==> src/rtl/uart_rx_framer_pkg.sv <==
// uart_pkg: shared types and helpers for the UART receive path.
// Holds the receiver state encoding, default frame geometry and the
// 2-of-3 vote used when UART_RX_MAJORITY_EN is defined.
package uart_pkg;

    typedef enum logic [2:0] {
        IDLE,
        START,
        DATA,
        STOP,
        BREAK
    } rx_state_t;

    localparam int OVS_DEF     = 16;
    localparam int NUM_BIT_DEF = 10;

    function automatic logic majority3(input logic a, input logic b, input logic c);
        return (a & b) | (a & c) | (b & c);
    endfunction

endpackage

==> src/rtl/uart_rx_framer_baud_tick.sv <==
// uart_baud_tick: oversample tick generator.
// The divider register only follows div while load is high, so a caller can
// freeze the bit rate for the duration of a frame. div=0 behaves like div=1.
module uart_baud_tick #(
    parameter int DIV_W = 16
) (
    input  logic             clk,
    input  logic             RST,
    input  logic [DIV_W-1:0] div,
    input  logic             load,
    output logic             tick
);

    logic [DIV_W-1:0] div_q;
    logic [DIV_W-1:0] cnt;
    logic [DIV_W-1:0] last;

    assign last = (div_q == '0) ? '0 : div_q - DIV_W'(1);
    // >= rather than == so a shrinking divider can never strand the counter
    assign tick = (cnt >= last);

    // Divider register and free-running tick counter
    always_ff @(posedge clk) begin
        if (RST) begin
            div_q <= div;
            cnt   <= '0;
        end else begin
            if (load) begin
                div_q <= div;
            end
            cnt <= tick ? '0 : cnt + DIV_W'(1);
        end
    end

endmodule

==> src/rtl/uart_rx_framer.sv <==
// uart_rx_framer: oversampling UART receive front end.
// Synchronises rx_in, qualifies the start bit, samples every bit near its
// centre and emits the whole frame (start, data LSB-first, stop) with a
// one-cycle frame_valid strobe.
// Optional macro UART_RX_MAJORITY_EN: each bit is a 2-of-3 vote over the
// ticks at phase OVS/2-1, OVS/2, OVS/2+1 instead of a single centre sample.
module uart_rx_framer
    import uart_pkg::*;
#(
    parameter int NUM_BIT = NUM_BIT_DEF,
    parameter int OVS     = OVS_DEF,
    parameter int DIV_W   = 16
) (
    input  logic               clk,
    input  logic               RST,
    input  logic               rx_in,
    input  logic [DIV_W-1:0]   div,
    output logic [NUM_BIT-1:0] frame_q,
    output logic               frame_valid,
    output logic               frame_err,
    output logic               busy
);

    localparam int PH_W = $clog2(OVS);
    localparam int BI_W = $clog2(NUM_BIT);
    localparam int DW   = NUM_BIT - 2;

    localparam logic [PH_W-1:0] PH_LAST = PH_W'(OVS - 1);
`ifdef UART_RX_MAJORITY_EN
    localparam logic [PH_W-1:0] PH_S0  = PH_W'(OVS / 2 - 1);
    localparam logic [PH_W-1:0] PH_S1  = PH_W'(OVS / 2);
    localparam logic [PH_W-1:0] PH_DEC = PH_W'(OVS / 2 + 1);
`else
    localparam logic [PH_W-1:0] PH_DEC = PH_W'(OVS / 2);
`endif
    localparam logic [BI_W-1:0] BI_LAST = BI_W'(NUM_BIT - 3);

    rx_state_t       state, state_n;
    logic            rx_s1, rxs;
    logic            tick, idle, samp, bit_val;
    logic            ph_clr, bit_clr, bit_inc, capture, emit;
    logic [PH_W-1:0] ph;
    logic [BI_W-1:0] bit_idx;
    logic [DW-1:0]   data;

    assign idle = (state == IDLE);
    assign busy = ~idle;
    assign samp = tick && (ph == PH_DEC);

    // Two-flop synchroniser; idles high so reset cannot fake a start edge
    always_ff @(posedge clk) begin
        if (RST) begin
            rx_s1 <= 1'b1;
            rxs   <= 1'b1;
        end else begin
            rx_s1 <= rx_in;
            rxs   <= rx_s1;
        end
    end

    uart_baud_tick #(.DIV_W(DIV_W)) u_baud_tick (
        .clk  (clk),
        .RST  (RST),
        .div  (div),
        .load (idle),
        .tick (tick)
    );

`ifdef UART_RX_MAJORITY_EN
    logic s0, s1;

    // Capture the two early votes; the third is rxs on the deciding tick
    always_ff @(posedge clk) begin
        if (tick && (ph == PH_S0)) s0 <= rxs;
        if (tick && (ph == PH_S1)) s1 <= rxs;
    end

    assign bit_val = majority3(s0, s1, rxs);
`else
    assign bit_val = rxs;
`endif

    // Next-state and per-cycle control decisions
    always_comb begin
        state_n = state;
        ph_clr  = 1'b0;
        bit_clr = 1'b0;
        bit_inc = 1'b0;
        capture = 1'b0;
        emit    = 1'b0;
        case (state)
            IDLE: begin
                if (tick && !rxs) begin
                    state_n = START;
                    ph_clr  = 1'b1;
                end
            end
            START: begin
                if (samp && bit_val) begin
                    state_n = IDLE;
                    ph_clr  = 1'b1;
                end else if (tick && (ph == PH_LAST)) begin
                    state_n = DATA;
                    ph_clr  = 1'b1;
                    bit_clr = 1'b1;
                end
            end
            DATA: begin
                capture = samp;
                if (tick && (ph == PH_LAST)) begin
                    ph_clr = 1'b1;
                    if (bit_idx == BI_LAST) begin
                        state_n = STOP;
                    end else begin
                        bit_inc = 1'b1;
                    end
                end
            end
            STOP: begin
                if (samp) begin
                    emit    = 1'b1;
                    ph_clr  = 1'b1;
                    state_n = bit_val ? IDLE : BREAK;
                end
            end
            BREAK: begin
                if (rxs) begin
                    state_n = IDLE;
                    ph_clr  = 1'b1;
                end
            end
            default: begin
                state_n = IDLE;
                ph_clr  = 1'b1;
            end
        endcase
    end

    // State, bit-phase, bit index and output registers
    always_ff @(posedge clk) begin
        if (RST) begin
            state       <= IDLE;
            ph          <= '0;
            bit_idx     <= '0;
            frame_valid <= 1'b0;
            frame_err   <= 1'b0;
            frame_q     <= '0;
        end else begin
            state <= state_n;
            if (ph_clr) begin
                ph <= '0;
            end else if (tick) begin
                ph <= (ph == PH_LAST) ? '0 : ph + PH_W'(1);
            end
            if (bit_clr) begin
                bit_idx <= '0;
            end else if (bit_inc) begin
                bit_idx <= bit_idx + BI_W'(1);
            end
            frame_valid <= emit;
            if (emit) begin
                frame_q   <= {bit_val, data, 1'b0};
                frame_err <= ~bit_val;
            end
        end
    end

    // LSB-first data shift register: the first data bit ends up in data[0]
    always_ff @(posedge clk) begin
        if (capture) begin
            data <= {bit_val, data[DW-1:1]};
        end
    end

endmodule

==> config.mk <==
export PLATFORM = sky130hd
export DESIGN_NAME = uart_rx_framer
export DESIGN_NICKNAME = d
export VERILOG_FILES = /design/src/rtl/uart_rx_framer_pkg.sv /design/src/rtl/uart_rx_framer_baud_tick.sv /design/src/rtl/uart_rx_framer.sv
export SDC_FILE = /design/constraint.sdc
export NUM_CORES = 1
export LEC_CHECK = 0
export BUFFER_PORTS_ARGS = -buffer_cell sky130_fd_sc_hd__buf_2
export CAP_MARGIN = 20
export CORE_MARGIN = 5
export CORE_UTILIZATION = 45
export CTS_BUF_LIST = sky130_fd_sc_hd__clkbuf_4 sky130_fd_sc_hd__clkbuf_8
export DETAILED_ROUTE_END_ITERATION = 6
export PLACE_DENSITY = 0.69
export SYNTH_ARGS = -nofsm -noshare
export SYNTH_HDL_FRONTEND = slang
export SYNTH_SLANG_ARGS = --single-unit
==> constraint.sdc <==
create_clock -name clk -period 5.2 [get_ports clk]
set_input_delay 0.52 -clock clk [delete_from_list [all_inputs] [get_ports clk]]
set_output_delay 0.52 -clock clk [all_outputs]
set_load 0.005 [all_outputs]
==> summary.md, run 1 <==
| Metric | Value |
|---|---|
| Max-cap violations | `0` |
| NetSw | `0.286 mW` |
| Hold Path Stages | `1` |
| CTS H-tree lvls | `3` |
| Pwr Total | `1.10 mW` |
| Crit share post-route | `77.8%` |
| Simple-Gate Fraction of Synth Area | `19.7%` |
| Reg clk slew, reported paths | `0.07 ns` |
| Mux contribution to synthesized area | `3.74%` |
| Number of synthesized flops with an enable pin | `24` |
| Maximum VDD drop | `0.000111 V` |
| Async S/R FF share, synth | `0%` |
| Drt via density | `5.16` |
| Worst path max stage delay | `0.57 ns` |
| Mapped Cells | `326` |
| Crit path kind | `reg2reg` |
| Cell with the most instances after synthesis | `nor2_1` |
| Fin area | `0.00366 sq mm` |
| Slew Limit Fails | `0` |
| Post-synth top cells | `nor2_1 (41), dfxtp_1 (40), nand2_1 (33), edfxtp_1 (24), ha_1 (22)` |
| Diodes inserted | `0` |
| TritonCTS buffer count | `9` |
| Synth Warn # | `0` |
| Post-Synth XOR/XNOR Area | `7.56%` |
| Sequential element share of the synthesized area | `46.9%` |
| GRT Total Usage | `14.3%` |
| Synth Cell Area | `0.00324 sq mm` |
| Die height | `94.9 um` |
| Largest net degree at the start of global routing | `24` |
| Total Wirelength | `5.94 mm` |
| Final core occ | `51.3%` |
| Final GP Congestion | `0.790` |
| Yosys top cell by area | `dfxtp_1` |
| HPWL after detailed placement | `4.35 mm` |
| Setup WS pre-CTS | `1.18 ns` |
| Share of the synthesized area in the top cell type | `24.7%` |
| PostCTS Resize Cnt | `0` |
| GRT overflow | `0` |
| Main combinational cell family by area after synthesis | `simple AND/OR/NAND/NOR gates` |
| Initial antenna violation count | `0` |
| Io pins | `32` |
| Skew-Pair Late Insertion Delay | `0.34 ns` |
| # rows | `31` |
| # DRC | `0` |
| CP max stage cell | `a211oi_2` |
| # setup viols final | `0` |
| Cell Area, Placed | `0.00347 sq mm` |
| Fin Clk Skew | `0.00831 ns` |
| Avg Cell Area, Syn | `9.95 sq um` |
| Core Area | `0.00714 sq mm` |
| Distinct cells, synth | `54` |
| Share of cells above drive strength 1 | `16.2%` |
| Post-synthesis sequential element count | `64` |
| Crit start category | `flip-flop` |
| First-pass GRT wire length | `10.1 mm` |
| Wire per inst | `12.8 um` |
| Initial Util | `45.5%` |
| Main synth FF type | `dfxtp_1` |
| CP required | `5.47 ns` |
| PD cells | `301 mW/mm^2` |
| Setup TNS | `0 ns` |
| DRT Pass-1 Iters | `4` |
| RSZ-0062 raised after global routing | `false` |
| Compound-cell area share of the yosys netlist | `10.1%` |
| Longest Clk Path Bufs | `2` |
| Leakage power | `1.51 nW` |
| Final hold vios | `0` |
| Vias in the first global route | `2333` |
| Area grow syn2layout | `12.8%` |
| Worst path most repeated cell | `nor3_1` |
| Crit Path Max Fanout | `16` |
| Number of port buffers | `30` |
| Sw Ratio | `25.9%` |
| Hold WC Path Type | `in2reg` |
| Gate power share | `10.1%` |
| Clock root cell | `clkbuf_8` |
| Nets | `400` |
| Seq pwr share | `51.5%` |
| Final ANT Viol Nets | `0` |
| Setup bufs post-CTS | `0` |
| Post-Synth Adder-Cell Area | `8.48%` |
| TritonCTS clock tree | `yes` |
| Crit end category | `flip-flop` |
| Cts-stage hold buffer count | `0` |
| Top post-synthesis cells by area | `dfxtp_1 (25%), edfxtp_1 (22%), ha_1 (8.5%), xor2_1 (5.1%), nor2_1 (4.7%)` |
| Die extent in x | `94.9 um` |
| Cell Int Power | `0.816 mW` |
| Slew @ Worst Pin | `0.732 ns` |
| Clock share of power | `38.3%` |
| Post-Syn Nets | `367` |
| Die Area | `0.00901 sq mm` |
| Via count | `2390` |
| Worst setup margin | `1.16 ns` |
| Status | `completed` |
| Crit-path cells | `nor4_1 -> nand3b_1 -> or3_1 -> nor3_1 -> xor2_1 -> nand2_1 -> ha_1 -> nand4_1 -> nor3_1 -> a211oi_2 -> nand2_4 -> or2_1 -> nor2_1` |
| R2R depth | `13` |
| Highest Clock Rate | `247 MHz` |
| DRT iter0 DRCs | `92` |
| CTS Sinks | `64` |
| FILL cells | `706` |
| Data arrival, critical path | `4.32 ns` |
| Crit path time final | `4.04 ns` |
| Slew headroom | `51.2%` |
per-stage QoR:
stage          hold slack, ns  cells
3_5_place_dp            0.397    447
6_report                0.349    463
3_3_place_gp            0.396    447
4_1_cts                 0.330    463
2_1_floorplan           0.389    326
5_1_grt                 0.337    463
cells by family after synthesis:
kind of cell	count (synthesis)
compound gates	45
flops	64
buf+inv	22
mux	12
simple gates	132
fa+ha+maj	22
other cells	1
xor+xnor	28
worst max-delay path: cells and delay by family, from the launching register on:
| kind | cells | cell delay (ns) |
|---|---|---|
| xor gates and xnor gates | 1 | 0.17 |
| and+or+nand+nor | 10 | 2.47 |
| adders and majority gates | 1 | 0.34 |
| AOI/OAI and AO/OA | 1 | 0.57 |
| DFF | 1 | 0.42 |
metal layers:
metal	GRT usage [%]	vias to the layer above	wire length, um
li1	-	1213	-
met1	17.5	1137	2790
met2	23.1	30	2860
met3	3.67	10	183
met4	7.93	0	109
met5	0	-	0
final timing paths:
kind                        startpoint                   end  slack (ns)
setup reg to reg  u_baud_tick.div_q[5]    u_baud_tick.cnt[8]        1.16
hold / removal                  div[1]  u_baud_tick.div_q[1]        0.35
hold reg to reg                  rx_s1               bit_val        0.41
setup / recovery  u_baud_tick.div_q[5]    u_baud_tick.cnt[8]        1.16
area by class of cell:
type	instances	area, sq um	area share [%]
clock buffer	9	124	3.39
clock inverter	7	68.8	1.88
inverter	13	48.8	1.33
multi-input combinational	240	1610	44.1
sequential	64	1520	41.6
tap	99	124	3.39
timing repair buffer	31	158	4.31
power by group through the flow:
| stage | sequential (mW) | combinational, mW | clock (mW) |
|---|---|---|---|
| 2_1_floorplan | 0.569 | 0.0914 | 0 |
| 3_3_place_gp | 0.577 | 0.109 | 0 |
| 3_5_place_dp | 0.578 | 0.112 | 0 |
| 4_1_cts | 0.567 | 0.113 | 0.438 |
| 5_1_grt | 0.570 | 0.128 | 0.456 |
| 6_report | 0.567 | 0.112 | 0.422 |
flip-flops by register name, summed over array words and instances (netlist names):
name / flops
bit_val: 1
state: 3
u_baud_tick.div_q: 16
frame_err: 1
frame_valid: 1
u_baud_tick.cnt: 16
rx_s1: 1
bit_idx: 4
ph: 4
data: 8
frame_q: 9
cells in the final DEF, fill, tap and decap left out, drive strengths merged, types with 2 or more instances in the layout:
cell type,n
nor2,41
dfxtp,40
nand2,34
buf,31
edfxtp,24
ha,22
a21oi,20
xor2,19
inv,16
nor3,14
mux2i,11
nand3,11
xnor2,9
clkbuf,9
nand4,6
nand2b,6
a21o,5
o21ai,4
and3,4
or2,3
nor4,2
nor3b,2
nor4b,2
or3,2
nor2b,2
clkinv,2
a32oi,2
a311oi,2
Note: power is estimated with default switching activity, not from simulation.
==> run 2: changes to the inputs <==
Settings changed: PLACE_DENSITY 0.69 to 0.72.
Clock period 5.2 ns to 3.6 ns, I/O delays scaled along.
==> run 2 against run 1 <==
Against the previous run:
- worst hold slack worse by 0.16 ns
- clock-buffer cell count increased by 1
- largest cell class unchanged
- highest routed layer unchanged
- sequential share of layout area down 3.7 points
- clock power increased by 50%
- register-to-register slack lost 1.1 ns
- flip-flop and latch count did not move
- final area up 9.8%
- critical path depth increased by 1
- critical path type unchanged
- die area is the same
- sequential power grew 45%
- critical endpoint is now frame_q[1]
- utilization up 5.0 points
- total power is 50% higher
==> summary.md, run 2 (synthesis results as in run 1) <==
| Metric | Value |
|---|---|
| Clock share of power | `38.2%` |
| Largest registers | `u_baud_tick.cnt (16), u_baud_tick.div_q (16), frame_q (9)` |
| Data arrival, critical path | `3.80 ns` |
| Setup WS pre-CTS | `-0.0797 ns` |
| Cell Int Power | `1.22 mW` |
| Area grow syn2layout | `23.8%` |
| TritonCTS clock tree | `yes` |
| CTS H-tree lvls | `3` |
| Clock root cell | `clkbuf_8` |
| HPWL after detailed placement | `4.62 mm` |
| Cts-stage hold buffer count | `0` |
| Via count | `2534` |
| CP required | `3.82 ns` |
| Worst setup margin | `0.0202 ns` |
| Drt via density | `5.21` |
| Die height | `94.9 um` |
| PD cells | `412 mW/mm^2` |
| Hold WC Path Type | `in2reg` |
| Slew Limit Fails | `0` |
| Wire per inst | `13.6 um` |
| DRT iter0 DRCs | `133` |
| Pwr Total | `1.65 mW` |
| GRT Total Usage | `15.0%` |
| Leakage power | `1.66 nW` |
| Longest Clk Path Bufs | `2` |
| Highest Clock Rate | `279 MHz` |
| GRT overflow | `0` |
| Largest net degree at the start of global routing | `24` |
| DRT Pass-1 Iters | `4` |
| RSZ-0062 raised after global routing | `true` |
| Sw Ratio | `26.2%` |
| Total Wirelength | `6.62 mm` |
| Nets | `423` |
| Final hold vios | `0` |
| Slew headroom | `49.3%` |
| Crit start category | `flip-flop` |
| TritonCTS buffer count | `9` |
| Die Area | `0.00901 sq mm` |
| Leading cell types in the layout, fill and taps excluded | `nor2_1 (40), dfxtp_1 (40), nand2_1 (32)` |
| Share of cells above drive strength 1 | `26.1%` |
| Slew @ Worst Pin | `0.760 ns` |
| Max-cap violations | `0` |
| Initial Util | `45.5%` |
| Vias in the first global route | `2419` |
| Crit Path Max Fanout | `12` |
| Final ANT Viol Nets | `0` |
| Number of port buffers | `30` |
| Status | `completed` |
| Crit end category | `flip-flop` |
| Core Area | `0.00714 sq mm` |
| Io pins | `32` |
| Gate power share | `12.1%` |
| Seq pwr share | `49.6%` |
| Maximum VDD drop | `0.000221 V` |
| # DRC | `0` |
| Crit path kind | `reg2reg` |
| FILL cells | `624` |
| Crit share post-route | `99.4%` |
| Skew-Pair Late Insertion Delay | `0.34 ns` |
| # rows | `31` |
| Die extent in x | `94.9 um` |
| Initial antenna violation count | `0` |
| Crit path time final | `3.58 ns` |
| Final GP Congestion | `0.780` |
| Fin Clk Skew | `0.0117 ns` |
| First-pass GRT wire length | `10.6 mm` |
| CTS Sinks | `64` |
| Diodes inserted | `0` |
| # setup viols final | `0` |
| NetSw | `0.434 mW` |
| Reg clk slew, reported paths | `0.07 ns` |
==> run 2: changes by cell type in the layout (fill, tap and decap cells not counted), sizes merged <==
| cell | delta |
|---|---|
| inv | -1 |
| clkbuf | +1 |
| buf | +23 |
==> run 2: cell type report <==
cell class	count	area, sq um	share of cell area (%)
inverters	13	48.8	1.21
flip-flops and latches	64	1520	37.9
repair buffers	54	372	9.25
clock inverters	6	66.3	1.65
multi-input cells	240	1750	43.5
clock buffers	10	138	3.43
well taps	99	124	3.08
==> run 2: timing repair <==
action / 4_1_cts / 5_1_grt
setup buffers: 2 / 7
resized for setup: 4 / 22
cloned: 0 / 0
endpoints found under the setup margin: 33 / 46
pin swaps: 2 / 23
==> run 2: power by group through the flow <==
stage	logic, mW	clock network (mW)	registers, mW
floorplan	0.132	0	0.822
global placement	0.175	0	0.832
detailed placement	0.182	0	0.832
CTS	0.186	0.648	0.818
global route	0.222	0.682	0.826
finish	0.201	0.633	0.821
==> run 2: path summary, 6_finish.rpt <==
kind                                            from                    to  slack [ns]  cells past startpoint
worst max-delay path            u_baud_tick.div_q[8]            frame_q[1]        0.02                     14
worst min-delay path                          div[7]  u_baud_tick.div_q[7]        0.19                      1
worst max register to register  u_baud_tick.div_q[8]            frame_q[1]        0.02                     14
worst min register to register                 rx_s1               bit_val        0.42                      1
==> run 2: worst max-delay path, stage by stage, from the launching register on <==
cell      delay, ns
edfxtp_1       0.40
or4_4          0.59
or3_4          0.40
nor3_2         0.16
xor2_1         0.18
nand2_1        0.10
ha_4           0.27
nand4_1        0.19
nor3_4         0.31
a211oi_2       0.11
buf_6          0.16
a21oi_4        0.17
buf_12         0.16
mux2i_2        0.20
nor2_1         0.05
==> run 2: metal layers <==
metal / wire length, um / track usage, %
met1: 2900 / 18.7
met2: 3350 / 23.6
met3: 214 / 4.06
met4: 156 / 7.81
met5: 0 / 0
==> run 2: metrics by stage <==
step	cell area [sq um]	setup TNS, ns	std cells	utilization, %	hold WS, ns
2_1_floorplan	3250	0	326	-	0.389
3_3_place_gp	3620	0	461	50.7	0.396
3_5_place_dp	3620	-0.938	461	50.7	0.405
4_1_cts	3860	0	479	54.1	0.179
5_1_grt	4020	-5.90	486	56.3	0.173
6_report	4020	0	486	56.3	0.189
